$ cat config.mk
export PLATFORM = sky130hd
export DESIGN_NAME = im_loader
export DESIGN_NICKNAME = d
export VERILOG_FILES = /design/src/rtl/im_loader.sv
export SDC_FILE = /design/constraint.sdc
export NUM_CORES = 1
export LEC_CHECK = 0
export ABC_AREA = 1
export CAP_MARGIN = 20
export CELL_PAD_IN_SITES_DETAIL_PLACEMENT = 2
export CELL_PAD_IN_SITES_GLOBAL_PLACEMENT = 2
export CORE_ASPECT_RATIO = 1.25
export CORE_MARGIN = 2
export CORE_UTILIZATION = 26
export CTS_BUF_LIST = sky130_fd_sc_hd__clkbuf_2
export CTS_CLUSTER_DIAMETER = 200
export DETAILED_ROUTE_END_ITERATION = 8
export HOLD_SLACK_MARGIN = 0.06
export PLACE_DENSITY_LB_ADDON = 0.1
export RECOVER_POWER = 25
export SLEW_MARGIN = 10
export SYNTH_ARGS = -nofsm -noshare
export SYNTH_HDL_FRONTEND = slang
export SYNTH_SLANG_ARGS = --single-unit
$ cat constraint.sdc
create_clock -name clk -period 1.7 [get_ports clk]
set_input_delay 0.255 -clock clk [delete_from_list [all_inputs] [get_ports clk]]
set_output_delay 0.255 -clock clk [all_outputs]
set_load 0.005 [all_outputs]
$ cat src/rtl/im_loader.sv
// Byte-stream instruction-memory programmer: packs big-endian bytes into 32-bit words and writes IM from address 0.
// Optional trailing XOR checksum byte is enabled by defining IM_LOADER_CHECKSUM_EN.
module im_loader #(
  parameter int DataSize = 32,
  parameter int MemSize  = 1024,
  parameter int AddrSize = 10
) (
  input  logic                clk,
  input  logic                reset,
  input  logic                load_start,
  input  logic [AddrSize:0]   load_len,
  input  logic                byte_valid,
  input  logic [7:0]          byte_data,
  output logic                byte_ready,
  output logic                im_we,
  output logic [AddrSize-1:0] im_addr,
  output logic [DataSize-1:0] im_data,
  output logic                cpu_hold,
  output logic                load_done,
  output logic                load_err,
  output logic [2:0]          dbg_state
);

  // Handshake: a byte moves on every rising edge where byte_valid && byte_ready;
  // the source must hold byte_data stable while byte_valid is high and byte_ready is low.
  typedef enum logic [2:0] {
    IDLE    = 3'd0,
    COLLECT = 3'd1,
    WRITE   = 3'd2,
`ifdef IM_LOADER_CHECKSUM_EN
    CHK     = 3'd3,
`endif
    DONE    = 3'd4
  } state_t;

  localparam logic [AddrSize:0] MemSizeL = (AddrSize+1)'(MemSize);

  state_t              state_q, state_d;
  logic [1:0]          byte_cnt_q, byte_cnt_d;
  logic [AddrSize:0]   word_cnt_q, word_cnt_d;
  logic [AddrSize:0]   len_q, len_d;
  logic [DataSize-1:0] shift_q, shift_d;
  logic                err_q, err_d;
`ifdef IM_LOADER_CHECKSUM_EN
  logic [7:0]          csum_q, csum_d;
`endif

  always_ff @(posedge clk or negedge reset) begin
    if (!reset) begin
      state_q    <= IDLE;
      byte_cnt_q <= '0;
      word_cnt_q <= '0;
      len_q      <= '0;
      shift_q    <= '0;
      err_q      <= 1'b0;
`ifdef IM_LOADER_CHECKSUM_EN
      csum_q     <= '0;
`endif
    end else begin
      state_q    <= state_d;
      byte_cnt_q <= byte_cnt_d;
      word_cnt_q <= word_cnt_d;
      len_q      <= len_d;
      shift_q    <= shift_d;
      err_q      <= err_d;
`ifdef IM_LOADER_CHECKSUM_EN
      csum_q     <= csum_d;
`endif
    end
  end

  always_comb begin
    state_d    = state_q;
    byte_cnt_d = byte_cnt_q;
    word_cnt_d = word_cnt_q;
    len_d      = len_q;
    shift_d    = shift_q;
    err_d      = err_q;
`ifdef IM_LOADER_CHECKSUM_EN
    csum_d     = csum_q;
`endif
    byte_ready = 1'b0;
    case (state_q)
      IDLE, DONE: begin
        if (load_start) begin
          if (load_len == '0) begin
            state_d = DONE;
            err_d   = 1'b0;
          end else if (load_len > MemSizeL) begin
            state_d = DONE;
            err_d   = 1'b1;
          end else begin
            state_d    = COLLECT;
            word_cnt_d = '0;
            byte_cnt_d = '0;
            len_d      = load_len;
            err_d      = 1'b0;
`ifdef IM_LOADER_CHECKSUM_EN
            csum_d     = '0;
`endif
          end
        end
      end
      COLLECT: begin
        byte_ready = 1'b1;
        if (byte_valid) begin
          shift_d    = {shift_q[DataSize-9:0], byte_data};
          byte_cnt_d = byte_cnt_q + 2'd1;
`ifdef IM_LOADER_CHECKSUM_EN
          csum_d     = csum_q ^ byte_data;
`endif
          if (byte_cnt_q == 2'd3) state_d = WRITE;
        end
      end
      WRITE: begin
        word_cnt_d = word_cnt_q + 1'b1;
        if (word_cnt_d == len_q) begin
`ifdef IM_LOADER_CHECKSUM_EN
          state_d = CHK;
`else
          state_d = DONE;
`endif
        end else begin
          state_d = COLLECT;
        end
      end
`ifdef IM_LOADER_CHECKSUM_EN
      CHK: begin
        byte_ready = 1'b1;
        if (byte_valid) begin
          err_d   = (byte_data != csum_q);
          state_d = DONE;
        end
      end
`endif
      default: state_d = IDLE;
    endcase
  end

  // Write port is driven straight from the counters so reset values fall out naturally.
  assign im_we     = (state_q == WRITE);
  assign im_addr   = word_cnt_q[AddrSize-1:0];
  assign im_data   = shift_q;
  assign load_done = (state_q == DONE);
  assign load_err  = err_q;
  assign cpu_hold  = !((state_q == DONE) && !err_q);
  assign dbg_state = state_q;

endmodule

==> impl_metrics.json, run 1 <==
{
  "worstReg2RegEnd": "dbg_state[0]",
  "dpl_cell_area_um2": 4190,
  "hold_depth": 3,
  "maxSlewViolCount": 0,
  "layout-area-overhead-vs-synth_pct": 63.8,
  "holdPathEnd": "im_data[1]",
  "synth_mux_area_share_pct": 0,
  "finalSetupViolCount": 20,
  "end_kind": "flop",
  "combPwrFrac_pct": 56.9,
  "final_cell_area_um2": 5000,
  "crit_top_cell": "nand2_1",
  "grt_max_degree": 33,
  "drc": 0,
  "fin_crit_sh_pct": 110,
  "pwr-share-clk_pct": 10.2,
  "r2r_cells": 15,
  "root_buffer": "clkbuf_2",
  "synthCells": 405,
  "ys_types": 28,
  "vias": 3232,
  "ir_worst_vdd_mv": 0.778,
  "num_io_pins": 73,
  "wire_per_inst_um": 16.0,
  "via_per_inst": 4.55,
  "drt-total-wl_um": 11300,
  "netlist_area_um2": 3050,
  "grt_pass1_vias": 3566,
  "worst_pin_slew_ns": 1.10,
  "dp_hpwl_um": 7420,
  "synth_compound_area_share_pct": 3.94,
  "firstDrtPassIters": 4,
  "power_density_nw_per_um2": 1440,
  "yosysSeqAreaShare_pct": 49.2,
  "crit_required_ns": 2.11,
  "synth_fa_ha_area_share_pct": 0.820,
  "cp-start-kind": "flop",
  "finalClockSkew_ns": 0.0290,
  "cp_max_fo": 4,
  "min_period_ns": 1.87,
  "core_area_um2": 11600,
  "n_antenna_cell": 0,
  "r2r-start": "word_cnt_q[1]",
  "fmax_mhz": 534,
  "violations": "negative setup slack",
  "cpPeakStageDelay_ns": 0.43,
  "synth.avg_cell_area_um2": 7.54,
  "clkSinkCount": 60,
  "final_nets": 594,
  "sw_frac_of_total_pct": 40.6,
  "cts_tree": "done",
  "r2r_setup_slack_ns": -0.17,
  "grt_use_total_pct": 17.3,
  "worstPathCellList": "ha_4, nand2_4, buf_6, nor2_4, nand2_2, o21ai_2, nand2_1, nand2_1, nand2_2, inv_2, nand3_1, nand2_1, nand2_1, nand2_1, nand2_1",
  "status": "complete, but fails checks",
  "hold_viol": 0,
  "fin_tns_setup_ns": -1.17,
  "cts_max_level": 3,
  "cts_buffer_depth": 2,
  "num_rows": 44,
  "layout_setup_ws_ns": -0.173,
  "netSwitchingPower_w": 0.00293,
  "clock_latency_ns": 0.51,
  "clkTransAtPathRegs_ns": 0.19,
  "rsz0062_at_grt": "true",
  "die_area_um2": 12600,
  "slew_headroom_pct": 26.6,
  "drive_above_1_share_pct": 33.2,
  "start_util_pct": 26.4,
  "yosys_warnings": 0,
  "hp-start": "byte_data[1]",
  "hp-class": "in -> reg",
  "drtIter0Drc": 45,
  "intPower_w": 0.00429,
  "fill_cells": 1353,
  "synth_xor_area_share_pct": 0,
  "cp_slowest_cell": "dfrtp_1",
  "die_w_um": 101,
  "arrival_ns": 2.28,
  "synth_top_family_by_area": "simple AND/OR/NAND/NOR gates",
  "critPathLaunch": "word_cnt_q[1]",
  "overflow": 0,
  "antenna_found_initial": 0,
  "gp_congestion": 0.710,
  "portBuffers": 72,
  "grt_pass1_wl_um": 17200,
  "syn_nets": 430,
  "crit_type": "reg -> reg",
  "p_seq_share_pct": 32.9,
  "synth-seq-cells": 60,
  "yosys.area_share.simple_pct": 36.9,
  "die_h_um": 125,
  "max_cap_viol_count": 0,
  "p_leak_nw": 2.82,
  "final_antenna_net_count": 0,
  "cts_made_buffers": 9
}
## power by group through the flow
stage	Combinational, W	Sequential (W)	Clock [W]
finish	0.00411	0.00238	0.000735
global route	0.00453	0.00245	0.000827
CTS	0.00345	0.00235	0.000770
detailed placement	0.00292	0.00242	0
global placement	0.00280	0.00239	0
floorplan	0.00127	0.00239	0
## area by class of cell
class | count | area [um2] | area share (%)
clock buffers | 11 | 55.1 | 1.10
clock inverters | 4 | 17.5 | 0.350
well taps | 138 | 173 | 3.45
repair buffers | 174 | 1610 | 32.1
flip-flops and latches | 60 | 1510 | 30.2
multi-input cells | 289 | 1500 | 29.9
inverters | 35 | 144 | 2.88
## cell usage in the layout (no fill, tap or decap), types with 2 or more instances in the layout
| master | instances |
|---|---|
| buf_12 | 3 |
| buf_2 | 4 |
| buf_4 | 79 |
| buf_6 | 18 |
| clkbuf_16 | 2 |
| clkbuf_2 | 11 |
| clkdlybuf4s50_1 | 26 |
| clkinv_1 | 3 |
| clkinv_2 | 2 |
| dfrtp_1 | 55 |
| dfrtp_2 | 5 |
| dlygate4sd2_1 | 23 |
| dlymetal6s2s_1 | 15 |
| inv_1 | 29 |
| inv_2 | 2 |
| nand2_1 | 165 |
| nand2_2 | 25 |
| nand2_4 | 15 |
| nand3_1 | 28 |
| nand3b_1 | 2 |
| nand4_1 | 2 |
| nor2_1 | 12 |
| nor2_2 | 5 |
| nor2_4 | 7 |
| o21ai_0 | 5 |
| o21ai_1 | 12 |
## critical path, delay by kind of cell (launching register included)
family,cells,cell delay [ns]
AND/OR/NAND/NOR,11,0.83
flip-flops,1,0.43
buffers and inverters,2,0.19
adder cells (fa/ha/maj),1,0.17
AO/OA/AOI/OAI,1,0.17
## sequential cells by signal, summed over array words and instances (netlist names)
| register | count |
|---|---|
| byte_cnt_q | 2 |
| len_q | 11 |
| load_err | 1 |
| dbg_state | 3 |
| word_cnt_q | 11 |
| im_data | 32 |
## layer usage
layer  global-route usage [%]  up-vias  part of all wire (%)
li1                         -     1567                     -
met1                     19.2     1590                    39
met2                     31.5       60                    55
met3                     3.86       15                   3.9
met4                     6.52        0                   2.0
met5                        0        -                     0
## cells in the mapped netlist
library cell	instances	area share (%)
nand3_2	1	0.33
nand3b_1	2	0.49
nand2_4	1	0.37
nand2_1	200	25
or2_1	1	0.21
buf_2	3	0.49
o21ai_1	9	1.5
nand3_1	29	4.8
nor2_2	5	1.0
ha_1	2	0.82
clkbuf_1	4	0.49
nor4_4	1	0.70
inv_1	33	4.1
nor2_1	16	2.0
buf_4	11	2.7
o21ai_0	8	1.3
o21ai_2	1	0.29
nand2_2	4	0.82
nor2_4	3	1.1
a21oi_1	1	0.16
nor3_1	1	0.16
o211ai_2	1	0.41
buf_6	3	1.1
clkinv_1	1	0.12
dfrtp_1	60	49
nand4_1	2	0.41
a21oi_2	1	0.29
inv_2	1	0.12
## cell families after synthesis
family                   count (synthesis)
flip-flops                              60
AND/OR/NAND/NOR                        266
AO/OA/AOI/OAI                           21
buffers and inverters                   56
adder cells (fa/ha/maj)                  2
## what timing repair did
action	4_1_cts	5_1_grt
setup buffers	45	8
endpoints found under the setup margin	49	55
pin swaps	12	19
hold buffers	1	0
cloned	0	3
hold endpoints to repair	18	0
gates resized for setup	74	84
## how the worst max path moves through the flow
stage / slack (ns) / to
2_1_floorplan: 0.04 / dbg_state[0]
3_3_place_gp: -0.29 / dbg_state[0]
3_5_place_dp: -0.40 / byte_cnt_q[0]
4_1_cts: -0.22 / dbg_state[0]
5_1_grt: -0.36 / dbg_state[0]
6_report: -0.17 / dbg_state[0]
## per-stage QoR
stage | setup WS, ns | power, W | util (%) | instances | hold slack, ns
CTS | -0.217 | 0.00656 | 40.2 | 700 | 0.211
global placement | -0.288 | 0.00519 | 36.2 | 640 | 0.251
detailed placement | -0.399 | 0.00534 | 36.2 | 640 | 0.261
floorplan | 0.0424 | 0.00366 | - | 405 | -0.0406
global route | -0.357 | 0.00781 | 43.2 | 711 | 0.223
finish | -0.173 | 0.00722 | 43.2 | 711 | 0.257
Power figures use the tool's default switching activity.
==> inputs of run 2 (changes only) <==
--- a/config.mk
+++ b/config.mk
@@ -16,7 +16,7 @@
 export CTS_CLUSTER_DIAMETER = 200
 export DETAILED_ROUTE_END_ITERATION = 8
 export HOLD_SLACK_MARGIN = 0.06
-export PLACE_DENSITY_LB_ADDON = 0.1
+export PLACE_DENSITY = 0.89
 export RECOVER_POWER = 25
 export SLEW_MARGIN = 10
 export SYNTH_ARGS = -nofsm -noshare
==> impl_metrics.json, run 2 (synthesis gave the netlist of run 1 again) <==
{
  "cp_max_fo": 7,
  "layout_commonest_cell": "nand2_1",
  "fill_cells": 1327,
  "core_area_um2": 11600,
  "fmax_mhz": 510,
  "hold_slack_ns": 0.214,
  "crit_required_ns": 2.16,
  "firstDrtPassIters": 4,
  "design_power_total_w": 0.00710,
  "r2r_cells": 15,
  "cts_tree": "done",
  "r2r-start": "word_cnt_q[1]",
  "grt_pass1_wl_um": 19000,
  "overflow": 0,
  "grt_use_total_pct": 19.5,
  "start_util_pct": 26.4,
  "cpPeakStageDelay_ns": 0.48,
  "final_antenna_net_count": 0,
  "gp_congestion": 0.741,
  "die_area_um2": 12600,
  "antenna_found_initial": 0,
  "path_buf_inv": 1,
  "worstSetupEndpoint": "dbg_state[0]",
  "drive_above_1_share_pct": 27.0,
  "worst_pin_slew_ns": 0.751,
  "max_cap_viol_count": 0,
  "violations": "negative setup slack",
  "via_per_inst": 4.68,
  "vias": 3230,
  "rsz0062_at_grt": "true",
  "finalSetupViolCount": 12,
  "cp_slowest_cell": "dfrtp_1",
  "portBuffers": 72,
  "root_buffer": "clkbuf_2",
  "dp_hpwl_um": 7990,
  "wire_per_inst_um": 18.2,
  "clkSinkCount": 60,
  "cp_num_cells": 15,
  "cts_max_level": 3,
  "drc": 0,
  "drt-total-wl_um": 12600,
  "hp-class": "in -> async",
  "grt_pass1_vias": 3704,
  "p_leak_nw": 2.52,
  "worstPathCellList": "ha_4, nand2_8, inv_1, nand2_2, nand2_2, nand2_1, nand2_1, nor2_2, nand2_1, nor2_2, nand3_1, nand2_1, nand2_1, nand2_1, nand2_1",
  "grt_max_degree": 42,
  "slew_headroom_pct": 49.9,
  "finalClockSkew_ns": 0.0226,
  "power_density_nw_per_um2": 1520,
  "n_antenna_cell": 0,
  "num_rows": 44,
  "critPathLaunch": "word_cnt_q[1]",
  "ir_worst_vdd_mv": 0.596,
  "end_kind": "flop",
  "final_cell_mix": "nand2_1, buf_4, dfrtp_1, dlygate4sd2_1, inv_1",
  "die_h_um": 125,
  "worstReg2RegEnd": "dbg_state[0]",
  "final_nets": 572,
  "drtIter0Drc": 58,
  "crit_top_cell": "nand2_1",
  "largest_reg_flops": 32,
  "layout_setup_ws_ns": -0.259,
  "maxSlewViolCount": 0,
  "status": "complete, but fails checks",
  "layout-area-overhead-vs-synth_pct": 53.3,
  "fin_tns_setup_ns": -1.21,
  "fin_crit_sh_pct": 115,
  "r2r_setup_slack_ns": -0.26,
  "clock_latency_ns": 0.54,
  "clkTransAtPathRegs_ns": 0.21,
  "cts_made_buffers": 9,
  "crit_family": "simple AND/OR/NAND/NOR gates",
  "arrival_ns": 2.42,
  "crit_type": "reg -> reg",
  "cts_buffer_depth": 2,
  "num_io_pins": 73,
  "min_period_ns": 1.96,
  "hold_viol": 0,
  "cp-start-kind": "flop",
  "die_w_um": 101
}
run 2: per-layer routing:
metal | routed length (um) | vias up | track usage, %
li1 | - | 1525 | -
met1 | 4720 | 1609 | 20.3
met2 | 6910 | 72 | 38.0
met3 | 577 | 24 | 5.14
met4 | 354 | 0 | 4.77
met5 | 0 | - | 0
run 2: timing repair:
item                                    CTS  global route
endpoints found under the setup margin   52            39
cloned                                    0             1
pin swaps                                 6            18
setup buffers                            39             9
hold endpoints to repair                 60             0
hold buffers                              1             0
gates resized for setup                  94            29
run 2: stage by stage:
stage	util (%)	instances	cell area, um2	setup slack, ns
after global placement	35.3	627	4080	-0.244
final	40.5	690	4680	-0.259
after CTS	39.1	682	4520	-0.283
after detailed placement	35.3	627	4080	-0.319
after global routing	40.5	690	4680	-0.447
after floorplan	-	405	3050	0.0424
run 2: worst min path at each step:
| stage | depth (start not counted) | to | start | slack [ns] |
|---|---|---|---|---|
| 2_1_floorplan | 0 | byte_cnt_q[0] | reset | -0.04 |
| 3_3_place_gp | 1 | word_cnt_q[3] | reset | 0.15 |
| 3_5_place_dp | 1 | word_cnt_q[3] | reset | 0.16 |
| 4_1_cts | 2 | word_cnt_q[3] | reset | 0.07 |
| 5_1_grt | 3 | im_data[1] | byte_data[1] | 0.17 |
| 6_report | 2 | word_cnt_q[3] | reset | 0.21 |
run 2: final cells by class:
| type | count | area, um2 | area share [%] |
|---|---|---|---|
| Tap cell | 138 | 173 | 3.69 |
| Clock buffer | 10 | 50.0 | 1.07 |
| Inverter | 35 | 136 | 2.92 |
| Timing Repair Buffer | 152 | 1340 | 28.5 |
| Multi-Input combinational cell | 289 | 1410 | 30.2 |
| Clock inverter | 6 | 63.8 | 1.36 |
| Sequential cell | 60 | 1510 | 32.2 |
run 2: report_power, final:
group / internal, W / switching (W)
clock network: 0.000344 / 0.000630
registers: 0.00198 / 0.000404
logic: 0.00182 / 0.00193
total: 0.00414 / 0.00296
